<file path="config.mk">
export PLATFORM = sky130hd
export DESIGN_NAME = iris_mlp_seq
export DESIGN_NICKNAME = d
export VERILOG_FILES = /design/src/rtl/iris_mlp_pkg.sv /design/src/rtl/iris_mac.sv /design/src/rtl/iris_mlp_seq.sv
export SDC_FILE = /design/constraint.sdc
export NUM_CORES = 1
export LEC_CHECK = 0
export CORE_MARGIN = 8
export CORE_UTILIZATION = 56
export CTS_CLUSTER_SIZE = 10
export DETAILED_ROUTE_END_ITERATION = 10
export GPL_ROUTABILITY_DRIVEN = 1
export PLACE_DENSITY_LB_ADDON = 0.15
export REMOVE_ABC_BUFFERS = 1
export SYNTH_ARGS = -nofsm -noshare
export SYNTH_HDL_FRONTEND = slang
export SYNTH_SLANG_ARGS = --single-unit
</file>
<file path="constraint.sdc">
create_clock -name clk -period 10.6 [get_ports clk]
set_input_delay 2.12 -clock clk [delete_from_list [all_inputs] [get_ports clk]]
set_output_delay 2.12 -clock clk [all_outputs]
set_load 0.01 [all_outputs]
</file>
<file path="src/rtl/iris_mlp_pkg.sv">
// rtl/iris_mlp_pkg.sv - shared widths, state encoding, weights and biases for the Iris MLP sequencer
package iris_mlp_pkg;

    localparam int FEAT_W = 4;    // unsigned input feature width
    localparam int HID_W  = 14;   // unsigned post-ReLU hidden value width
    localparam int ACC_W  = 24;   // signed accumulator width
    localparam int N_IN   = 4;
    localparam int N_HID  = 3;
    localparam int N_OUT  = 3;

    typedef enum logic [1:0] {
        ST_IDLE = 2'd0,
        ST_L0   = 2'd1,
        ST_L1   = 2'd2,
        ST_DONE = 2'd3
    } state_t;

    typedef logic signed [7:0]       weight_t;
    typedef logic signed [ACC_W-1:0] acc_t;

    // Layer 0: W0[hidden neuron][input feature]
    localparam weight_t W0 [N_HID][N_IN] = '{
        '{-8'sd29,  8'sd48, -8'sd62, -8'sd57},
        '{ 8'sd0,  -8'sd7,   8'sd5,   8'sd18},
        '{-8'sd15, -8'sd1,   8'sd108, 8'sd31}
    };

    localparam acc_t BIAS0 [N_HID] = '{24'sd639, -24'sd698, -24'sd1112};

    // Layer 1: W1[output neuron][hidden neuron]
    localparam weight_t W1 [N_OUT][N_HID] = '{
        '{ 8'sd71,  8'sd30, -8'sd105},
        '{-8'sd69, -8'sd13, -8'sd75},
        '{-8'sd55, -8'sd42,  8'sd75}
    };

    localparam acc_t BIAS1 [N_OUT] = '{-24'sd11255, 24'sd17487, -24'sd17315};

    // Negative sums clamp to zero; otherwise the sum passes through unchanged.
    function automatic acc_t relu(input acc_t v);
        return v[ACC_W-1] ? '0 : v;
    endfunction

endpackage

</file>
<file path="src/rtl/iris_mac.sv">
// rtl/iris_mac.sv - combinational shared multiply-accumulate step with weight lookup and ReLU
//
// Ports:
//   layer    - 0 selects layer 0 (features, W0/BIAS0), 1 selects layer 1 (hidden, W1/BIAS1)
//   n        - neuron index within the selected layer
//   t        - term index; t==0 starts a fresh sum from the neuron bias
//   feat     - latched feature vector, x_t = feat[t*FEAT_W +: FEAT_W]
//   hid      - hidden layer values h[0..2]
//   acc      - running accumulator from the previous term
//   acc_next - (t==0 ? bias : acc) + weight * operand
//   act      - ReLU of acc_next
module iris_mac
    import iris_mlp_pkg::*;
(
    input  logic                        layer,
    input  logic [1:0]                  n,
    input  logic [1:0]                  t,
    input  logic [N_IN*FEAT_W-1:0]      feat,
    input  logic [N_HID-1:0][HID_W-1:0] hid,
    input  acc_t                        acc,
    output acc_t                        acc_next,
    output acc_t                        act
);

    weight_t w;
    acc_t    bias;
    acc_t    opnd;
    acc_t    prod;
    acc_t    base;

    always_comb begin
        w    = '0;
        bias = '0;
        opnd = '0;
        if (!layer) begin
            if (n < 2'd3) begin
                w    = W0[n][t];
                bias = BIAS0[n];
            end
            opnd = acc_t'({{(ACC_W-FEAT_W){1'b0}}, feat[t*FEAT_W +: FEAT_W]});
        end else begin
            // Layer 1 has only three terms; out-of-range indices contribute nothing.
            if (n < 2'd3 && t < 2'd3) begin
                w    = W1[n][t];
                bias = BIAS1[n];
                opnd = acc_t'({{(ACC_W-HID_W){1'b0}}, hid[t]});
            end
        end
    end

    // Weight is sign-extended, operand zero-extended, so the product is signed x unsigned.
    assign prod     = acc_t'(w) * opnd;
    assign base     = (t == 2'd0) ? bias : acc;
    assign acc_next = base + prod;
    assign act      = relu(acc_next);

endmodule

</file>
<file path="src/rtl/iris_mlp_seq.sv">
// rtl/iris_mlp_seq.sv - time-multiplexed 4-3-3 Iris MLP classifier, one MAC per cycle
//
// Ports:
//   clk, rst             - clock, synchronous active-high reset
//   in_valid/in_ready/inp - feature vector handshake, x_i = inp[4i+3:4i]
//   out_valid/out_ready/out - class index handshake, out in 0..2
//   busy                 - high while layers L0/L1 are being evaluated
module iris_mlp_seq
    import iris_mlp_pkg::*;
(
    input  logic        clk,
    input  logic        rst,
    input  logic        in_valid,
    output logic        in_ready,
    input  logic [15:0] inp,
    output logic        out_valid,
    input  logic        out_ready,
    output logic [1:0]  out,
    output logic        busy
);

    state_t                      state;
    logic [N_IN*FEAT_W-1:0]      feat_q;
    logic [1:0]                  n_q;
    logic [1:0]                  t_q;
    acc_t                        acc_q;
    logic [N_HID-1:0][HID_W-1:0] h_q;
    acc_t                        best_val;
    logic [1:0]                  best_idx;
    logic                        in_ready_q;

    acc_t mac_acc_next;
    acc_t mac_act;
    logic last_term;
    logic new_best;
    logic accept;

    // Registered IDLE term, plus a combinational DONE term so a waiting result
    // can be drained and a new vector taken in the same cycle.
    assign in_ready  = in_ready_q || (state == ST_DONE && out_ready);
    assign accept    = in_valid && in_ready;

    // L0 neurons sum four features, L1 neurons sum three hidden values.
    assign last_term = (state == ST_L0) ? (t_q == 2'd3) : (t_q == 2'd2);

    // Strict comparison keeps the lower index on ties; neuron 0 always loads.
    assign new_best  = (n_q == 2'd0) || (mac_act > best_val);

    iris_mac u_mac (
        .layer    (state == ST_L1),
        .n        (n_q),
        .t        (t_q),
        .feat     (feat_q),
        .hid      (h_q),
        .acc      (acc_q),
        .acc_next (mac_acc_next),
        .act      (mac_act)
    );

    always_ff @(posedge clk) begin
        if (rst) begin
            state      <= ST_IDLE;
            in_ready_q <= 1'b1;
            out_valid  <= 1'b0;
            out        <= 2'd0;
            busy       <= 1'b0;
            feat_q     <= '0;
            n_q        <= 2'd0;
            t_q        <= 2'd0;
            acc_q      <= '0;
            h_q        <= '0;
            best_val   <= '0;
            best_idx   <= 2'd0;
        end else begin
            case (state)
                ST_IDLE: begin
                    if (accept) begin
                        feat_q     <= inp;
                        n_q        <= 2'd0;
                        t_q        <= 2'd0;
                        in_ready_q <= 1'b0;
                        busy       <= 1'b1;
                        state      <= ST_L0;
                    end
                end

                ST_L0: begin
                    acc_q <= mac_acc_next;
                    if (last_term) begin
                        h_q[n_q] <= mac_act[HID_W-1:0];
                        t_q      <= 2'd0;
                        if (n_q == 2'd2) begin
                            n_q   <= 2'd0;
                            state <= ST_L1;
                        end else begin
                            n_q <= n_q + 2'd1;
                        end
                    end else begin
                        t_q <= t_q + 2'd1;
                    end
                end

                ST_L1: begin
                    acc_q <= mac_acc_next;
                    if (last_term) begin
                        if (new_best) begin
                            best_val <= mac_act;
                            best_idx <= n_q;
                        end
                        t_q <= 2'd0;
                        if (n_q == 2'd2) begin
                            // Fold in the last neuron's comparison directly, since
                            // best_idx only updates on this same edge.
                            n_q       <= 2'd0;
                            out       <= new_best ? n_q : best_idx;
                            out_valid <= 1'b1;
                            busy      <= 1'b0;
                            state     <= ST_DONE;
                        end else begin
                            n_q <= n_q + 2'd1;
                        end
                    end else begin
                        t_q <= t_q + 2'd1;
                    end
                end

                ST_DONE: begin
                    if (out_ready) begin
                        out_valid <= 1'b0;
                        if (in_valid) begin
                            feat_q <= inp;
                            n_q    <= 2'd0;
                            t_q    <= 2'd0;
                            busy   <= 1'b1;
                            state  <= ST_L0;
                        end else begin
                            in_ready_q <= 1'b1;
                            state      <= ST_IDLE;
                        end
                    end
                end

                default: state <= ST_IDLE;
            endcase
        end
    end

endmodule
</file>
Word-level counts from Yosys, hierarchy flattened
Cells that the tools add are included. W data, S select, Z words.

Reduce and logical (&&, ||, !) cells: 24. Bitwise operators: 2. Mux-type cells: 69. $mul: 1. Shifts and indexed selects: 1. Add/subtract/negate cells: 3. Equality and inequality tests: 15. Order comparisons: 8.

Operators by type and width (count): $mux W24 (11); $bmux W24 S2 (3); $bmux W32 S2 (1); $mux W32 (2); $mux W8 (7); $mux W16 (3); $bwmux W42 (1); $mux W14 (3); $bmux W8 S2 (2); $pmux W16 S2 (1); $bmux W14 S2 (1); $demux W14 S2 (1); $mux W2 (13); $add A24 B24 Y24 (1); $gt A24 B24 Y1 (1); $mul A8 B24 Y24 (1); $mux W23 (1); $reduce_and A4 Y1 (4); $shiftx A16 B5 Y4 (1); $ne A2 B2 Y1 const B (7); $mux W1 (13); $pmux W2 S3 (2); $reduce_and A6 Y1 (2); $eq A2 B2 Y1 const B (5); other kinds (19) (36).

Output and inout port bits: 5. Word-level logic and storage cells: 137. Input port bits: 20. Register bits: 119.

Longest topological paths before layout
Gate-level depths: netlist of the first run.

Depth after elaboration: 15. Mapped depth: 36. Gate-level depth less buffers: 33.

Hierarchy
A second synthesis of the first run with hierarchy kept.

Cell total of the unflattened synthesis: 1408. Area total of the unflattened synthesis: 11422.2 um2.

By module, submodules not included: iris_mac (cells each 831, times used 1, area each 6254.7 um2, seq. area each 0.0 um2); iris_mlp_seq (cells each 577, times used 1, area each 5167.5 um2, seq. area each 2382.3 um2).

Worst setup path after synthesis of the first run
OpenSTA, ideal clock, no wires.

Path kind: reg2reg. Start point: reg n_q[1]. End point: reg best_val[6]. Stages on the path, launching flop included: 35. Required time: 10540 ps. Arrival time: 8383 ps. Buffers on the path: 5. Slack: 2157 ps. Setup time: 60 ps. Clock period less this slack: 8443 ps. Cells stage by stage: dfxtp_1 clkbuf_1 inv_1 ha_1 clkbuf_1 nor3_1 o21ai_0 nand2_1 a21o_1 clkbuf_1 nor2_1 fa_1 inv_1 fa_1 inv_1 fa_1 fa_1 fa_1 ha_1 o211ai_1 o211ai_1 a32oi_1 a21oi_1 xnor2_1 clkbuf_1 and2_1 ha_1 o21ai_0 a211oi_1 o32a_1 a221o_1 nand4_1 nor2b_1 clkbuf_1 a22o_1.

Longest elaborated chain between the ends: 15. Elaborated cells between the ends (all ways): 37. Those cells by class: add/sub: 1; mul: 1; order compare: 2; mux: 28; bitwise: 1; reduce/logical: 4.

Ends and longest elaborated chain: start: declaration (line iris_mlp_seq.sv:24) `logic [1:0] n_q;`; start signal: assignment (line iris_mlp_seq.sv:96) `n_q <= n_q + 2'd1;`; start signal: assignment (line iris_mlp_seq.sv:120) `n_q <= n_q + 2'd1;`; $not A2 Y3 (implied by the code); $bmux W32 S2 / $bmux W24 S2 (equally long branches) (line iris_mac.sv:37, iris_mac.sv:44); $mux W32 (implied by the code) / $mux W24 (equally long branches) (2 in a row) (line iris_mac.sv:37, iris_mac.sv:44); $bmux W8 S2 (on tied branches) (line iris_mac.sv:37, iris_mac.sv:44); $mux W8 (on tied branches) (2 in a row) (line iris_mac.sv:37, iris_mac.sv:44); $mux W8 (on tied branches) (line iris_mac.sv:36, iris_mac.sv:43); $mux W8 (line iris_mac.sv:35) `if (!layer) begin`; $mul A8 B24 Y24 (line iris_mac.sv:52) `assign prod = acc_t'(w) * opnd;`; $add A24 B24 Y24 (*) (line iris_mac.sv:54) `assign acc_next = base + prod;`; $mux W23 (*) (line iris_mlp_pkg.sv:41) `return v[ACC_W-1] ? '0 : v;`; named net mac_act[14] (line iris_mlp_seq.sv:33) `acc_t mac_act;`; $gt A24 B24 Y1 (*) (line iris_mlp_seq.sv:47) `assign new_best = (n_q == 2'd0) || (mac_act > best_val);`; $logic_or A1 B1 Y1 (*) (line iris_mlp_seq.sv:47); $reduce_and A3 Y1 (no source line) (*); end signal: assignment (line iris_mlp_seq.sv:107) `best_val <= mac_act;`; end: declaration (line iris_mlp_seq.sv:28) `acc_t best_val;`.

The timed path passes the listed nets; every way through them passes the cells marked *. The select of a mux whose other input is x is not followed. A chain may end at the register's enable or synchronous reset.

Worst setup path in the final report of the first run
Start point: reg n_q[1]. End point: reg best_val[22].

Same word-level chain as after synthesis.

==> impl_metrics.json, run 1 <==
{
  "synth_edf_count": 0,
  "antenna_found_initial": 0,
  "synth_top_area_share_pct": 22.85,
  "cts_inserted_buffers": 17,
  "finalCritPeriodShare_pct": 93.27,
  "vias": 8348,
  "nNetsFinal": 1406,
  "avgSynthCellArea_um2": 8.799,
  "cts_max_level": 4,
  "area_growth_syn_to_layout_pct": 9.936,
  "firstDrtPassIters": 7,
  "start_util_pct": 57.36,
  "reg2reg_from": "n_q[1]",
  "tightestPinTransition_ns": 1.098,
  "hold_depth": 2,
  "stdcell_count": 1429,
  "max_slew_margin_pct": 26.49,
  "critPathKind": "reg2reg",
  "path_clk_slew_ns": 0.06,
  "cp-endpoint": "best_val[22]",
  "cp.arrival_ns": 10.25,
  "min_period_ns": 9.886,
  "grt_max_degree": 64,
  "crit_start": "n_q[1]",
  "critPathRequiredTime_ns": 10.96,
  "setup_viol": 0,
  "die_area_mm2": 0.02307,
  "clock.fmax_ghz": 0.1012,
  "post-cts-setup-buffers": 0,
  "die_y_um": 151.9,
  "cts-root-buf": "clkbuf_16",
  "ys.flop_type": "dfxtp_1",
  "cts_sinks": 118,
  "drive_gt1_share_pct": 6.672,
  "async_reset_ff_share_pct": 0,
  "grt_first_pass_wirelength_mm": 44.73,
  "ios": 25,
  "fin_skew_ns": 0.02092,
  "clk_latency_ns": 0.42,
  "num_rows": 49,
  "reg2reg_to": "best_val[22]",
  "totalWireLength_mm": 27.24,
  "max_cap_viol_count": 0,
  "slowest_stage": "a32o_1",
  "gp_congestion": 0.9222,
  "outcome": "finished clean",
  "antenna_left": 0,
  "drt_iter0_markers": 625,
  "portBuffers": 24,
  "fillers": 1555,
  "synth.cell_area_mm2": 0.01034,
  "cts_hold_buf": 0,
  "die_w_um": 151.9,
  "grt_pass1_vias": 8388,
  "wl_per_cell_um": 19.06,
  "synth_top_cell_by_area": "dfxtp_1",
  "critPathMaxStageDelay_ns": 0.65,
  "slew_viol_final": 0,
  "yosysWarnings": 0,
  "final_util_pct": 63.06,
  "hpwlAfterDp_mm": 20.54,
  "startpoint_type": "flip-flop",
  "rsz0062_at_grt": "false",
  "yosysUniqueCellTypes": 61,
  "cts_tree": "yes",
  "hold_violations": 0,
  "rrSetupSlack_ns": 0.71,
  "ys_ff_latch": 118,
  "yosysSeqAreaShare_pct": 22.85,
  "r2r_cells": 31,
  "min_path_type": "reg2reg",
  "synth_cells": 1175,
  "drc": 0,
  "synth_commonest_cells": "nor2_1, inv_1, dfxtp_1",
  "crit_path_end_kind": "flip-flop",
  "grt_usage_pct": 23.72,
  "grt-ovfl-total": 0,
  "crit_path_max_fanout": 20,
  "core_region_area_mm2": 0.01802,
  "synth_area_leaders": "dfxtp_1, fa_1, ha_1",
  "post-place-cells": 1401,
  "cts.path.max_buffers": 2,
  "synth_most_common_cell": "nor2_1",
  "vias_per_cell": 5.842
}
[critical path: cells and delay by family (launching register included)]
family | cells | cell delay (ns)
xor gates and xnor gates | 1 | 0.18
buffers and inverters | 7 | 1.07
adders and majority gates | 8 | 3.60
DFF | 1 | 0.45
and+or+nand+nor | 5 | 1.30
AOI/OAI and AO/OA | 10 | 3.18
[how the worst min path moves through the flow]
| stage | from | end | slack [ns] |
|---|---|---|---|
| global route | h_q[26] | h_q[26] | 0.47 |
| global placement | h_q[11] | h_q[11] | 0.43 |
| floorplan | h_q[41] | h_q[41] | 0.42 |
| CTS | h_q[39] | h_q[39] | 0.45 |
| finish | h_q[14] | h_q[14] | 0.45 |
| detailed placement | h_q[39] | h_q[39] | 0.44 |
[cell families after synthesis]
logic type / after synthesis / synth area share, %
AOI/OAI and AO/OA: 233 / 15.06
xor gates and xnor gates: 20 / 2.021
buffers and inverters: 182 / 6.874
adders and majority gates: 195 / 30.42
DFF: 118 / 22.85
muxes: 64 / 6.693
and+or+nand+nor: 363 / 16.08
[sequential cells by signal, summed over array words and instances (netlist names)]
name	count
n_q	2
busy	1
out_valid	1
feat_q	16
in_ready_q	1
h_q	42
best_val	23
out	2
best_idx	2
acc_q	24
t_q	2
state	2
[per-stage QoR]
stage / hold slack (ns) / setup TNS (ns) / area (µm²) / setup WS [ns]
floorplan: 0.4173 / -13.94 / 10100 / -0.6310
finish: 0.4507 / 0 / 11370 / 0.7137
global placement: 0.4319 / 0 / 10850 / 0.8741
CTS: 0.4534 / 0 / 11360 / 0.6012
global route: 0.4704 / 0 / 11360 / 0.05292
detailed placement: 0.4413 / 0 / 10850 / 0.7517
[per-layer routing]
layer  global-route usage [%]  up-vias  share of wire [%]
met2                    37.92      247                 46
met4                    7.402        0                2.1
met3                    4.488       33                6.3
met5                        0        -                  0
met1                    31.79     4080                 46
li1                         -     3988                  -
[cells in the final DEF, fill, tap and decap left out, types with 5 or more instances in the layout]
cell type        instances
nor2_1                 139
inv_1                  126
dfxtp_1                117
nand2_1                101
ha_1                   101
fa_1                    94
o21ai_0                 70
mux2i_1                 59
a21oi_1                 42
a22o_1                  40
buf_4                   29
clkdlybuf4s50_1         23
nand2b_1                22
nand3_1                 18
nor2b_1                 17
and2_1                  17
clkbuf_16               17
a21o_1                  13
nor3_1                  12
o21a_1                  10
xor2_1                   9
a211oi_1                 9
xnor2_1                  9
or2_2                    8
a31oi_1                  7
nand4_1                  6
a22oi_1                  6
o211ai_1                 5
o21ai_1                  5
o22ai_1                  5
[what timing repair did]
| action | CTS | global route |
|---|---|---|
| endpoints found under the hold margin | 0 | 0 |
| gates resized for setup | 0 | 1 |
| setup endpoints to repair | 0 | 14 |
[final cells by class]
cell class	count	area, µm²	area share, %
inverter	126	473.0	4.161
antenna	1	2.502	0.02202
clock inverter	5	27.53	0.2422
multi-input combinational	875	7276	64.01
clock buffer	22	484.2	4.260
sequential	118	2364	20.79
tap	229	286.5	2.521
timing repair buffer	53	452.9	3.985
Power of run 1 is not shown: default switching activity piles up to over one toggle a cycle in this logic, so the estimate is an artifact.
==> inputs of run 2 (changes only) <==
--- a/config.mk
+++ b/config.mk
@@ -10,8 +10,9 @@
 export CTS_CLUSTER_SIZE = 10
 export DETAILED_ROUTE_END_ITERATION = 10
 export GPL_ROUTABILITY_DRIVEN = 1
-export PLACE_DENSITY_LB_ADDON = 0.15
+export PLACE_DENSITY_LB_ADDON = 0.25
 export REMOVE_ABC_BUFFERS = 1
+export SKIP_CTS_REPAIR_TIMING = 1
 export SYNTH_ARGS = -nofsm -noshare
 export SYNTH_HDL_FRONTEND = slang
 export SYNTH_SLANG_ARGS = --single-unit
==> impl_metrics.json, run 2 (synthesized netlist as in run 1, its figures left out) <==
{
  "start_util_pct": 57.36,
  "crit_path_max_fanout": 20,
  "grt-ovfl-total": 0,
  "cp.arrival_ns": 10.27,
  "ios": 25,
  "gp_congestion": 0.9007,
  "core_region_area_mm2": 0.01802,
  "vias_per_cell": 5.893,
  "cts-root-buf": "clkbuf_16",
  "cts_sinks": 118,
  "grt_first_pass_wirelength_mm": 44.53,
  "clock.fmax_ghz": 0.1009,
  "cts_tree": "yes",
  "place_area_mm2": 0.01082,
  "hold_violations": 0,
  "post-place-cells": 1397,
  "wl_per_cell_um": 18.95,
  "grt_usage_pct": 23.59,
  "portBuffers": 24,
  "die_area_mm2": 0.02307,
  "setup_viol": 0,
  "finalCritPeriodShare_pct": 93.47,
  "antenna_found_initial": 1,
  "grt_pass1_vias": 8503,
  "cp_common_cell": "fa_1",
  "totalWireLength_mm": 27.07,
  "dpl_worst_slack_ns": 0.4865,
  "critPathRequiredTime_ns": 10.96,
  "outcome": "finished clean",
  "drive_gt1_share_pct": 6.500,
  "cts_max_level": 4,
  "fin_tns_setup_ns": 0,
  "hpwlAfterDp_mm": 20.35,
  "firstDrtPassIters": 5,
  "final_cell_mix": "nor2_1, inv_1, dfxtp_1, nand2_1, ha_1",
  "fin_skew_ns": 0.01029,
  "critPathKind": "reg2reg",
  "nNetsFinal": 1402,
  "stdcell_count": 1429,
  "slew_viol_final": 0,
  "max_cap_viol_count": 0,
  "vias": 8421,
  "cts.path.max_buffers": 2,
  "layout_commonest_cell": "nor2_1",
  "grt_max_degree": 64,
  "min_path_type": "reg2reg",
  "reg_top3": "h_q x42, acc_q x24, best_val x23",
  "area_growth_syn_to_layout_pct": 10.50,
  "num_antenna_cells": 0,
  "tightestPinTransition_ns": 1.097,
  "top_register": "h_q",
  "final_area_mm2": 0.01142,
  "drt_iter0_markers": 767,
  "setup_slack_ns": 0.6925,
  "rsz0062_at_grt": "false",
  "clk_latency_ns": 0.43,
  "path_clk_slew_ns": 0.05,
  "crit_path_end_kind": "flip-flop",
  "slowest_stage": "nor3_4",
  "critPathMaxStageDelay_ns": 0.75,
  "min_period_ns": 9.908,
  "max_slew_margin_pct": 26.55,
  "startpoint_type": "flip-flop",
  "largest_reg_flops": 42,
  "die_y_um": 151.9,
  "antenna_left": 0,
  "die_w_um": 151.9,
  "num_rows": 49,
  "cts_inserted_buffers": 17,
  "drc": 0
}
run 2: changes by cell type in the layout (fill, tap and decap cells not counted), sizes merged:
| cell | change |
|---|---|
| clkinv | -1 |
| diode | -1 |
| inv | +1 |
| clkbuf | +2 |
| buf | -4 |
| bufinv | +3 |
run 2: final timing paths:
kind	startpoint	to	slack [ns]	cells after the start
setup / recovery	n_q[1]	best_val[11]	0.69	29
hold reg to reg	h_q[12]	h_q[12]	0.45	2
hold / removal	h_q[12]	h_q[12]	0.45	2
setup reg to reg	n_q[1]	best_val[11]	0.69	29
run 2: metrics by stage:
step	hold WS [ns]	util [%]
final	0.4532	63.38
after floorplan	0.4173	-
after detailed placement	0.4414	60.04
after CTS	0.4536	63.33
after global placement	0.4288	60.04
after global routing	0.4779	63.38
run 2: cell type report:
| class | count | area (µm²) |
|---|---|---|
| multi-input cells | 875 | 7286 |
| fillers | 1554 | 6600 |
| flip-flops and latches | 118 | 2364 |
| inverters | 126 | 473.0 |
| clock buffers | 24 | 471.7 |
| repair buffers | 49 | 422.9 |
| well taps | 229 | 286.5 |
| clock inverters | 8 | 121.4 |
run 2: worst max-delay path: cells and delay by family (launching register included):
kind	cells	cell delay, ns
buffers and inverters	4	0.40
XOR/XNOR	1	0.41
flip-flops	1	0.45
adder cells (fa/ha/maj)	8	3.66
AO/OA/AOI/OAI	9	2.74
AND/OR/NAND/NOR	7	2.15
run 2: routing by layer:
metal	up-vias	routed length [µm]	GRT usage [%]
li1	3997	-	-
met5	-	0	0
met4	0	991	10.28
met1	4060	11880	31.68
met3	67	1782	3.697
met2	297	12420	36.91
Power of run 2 is left out for the same reason.
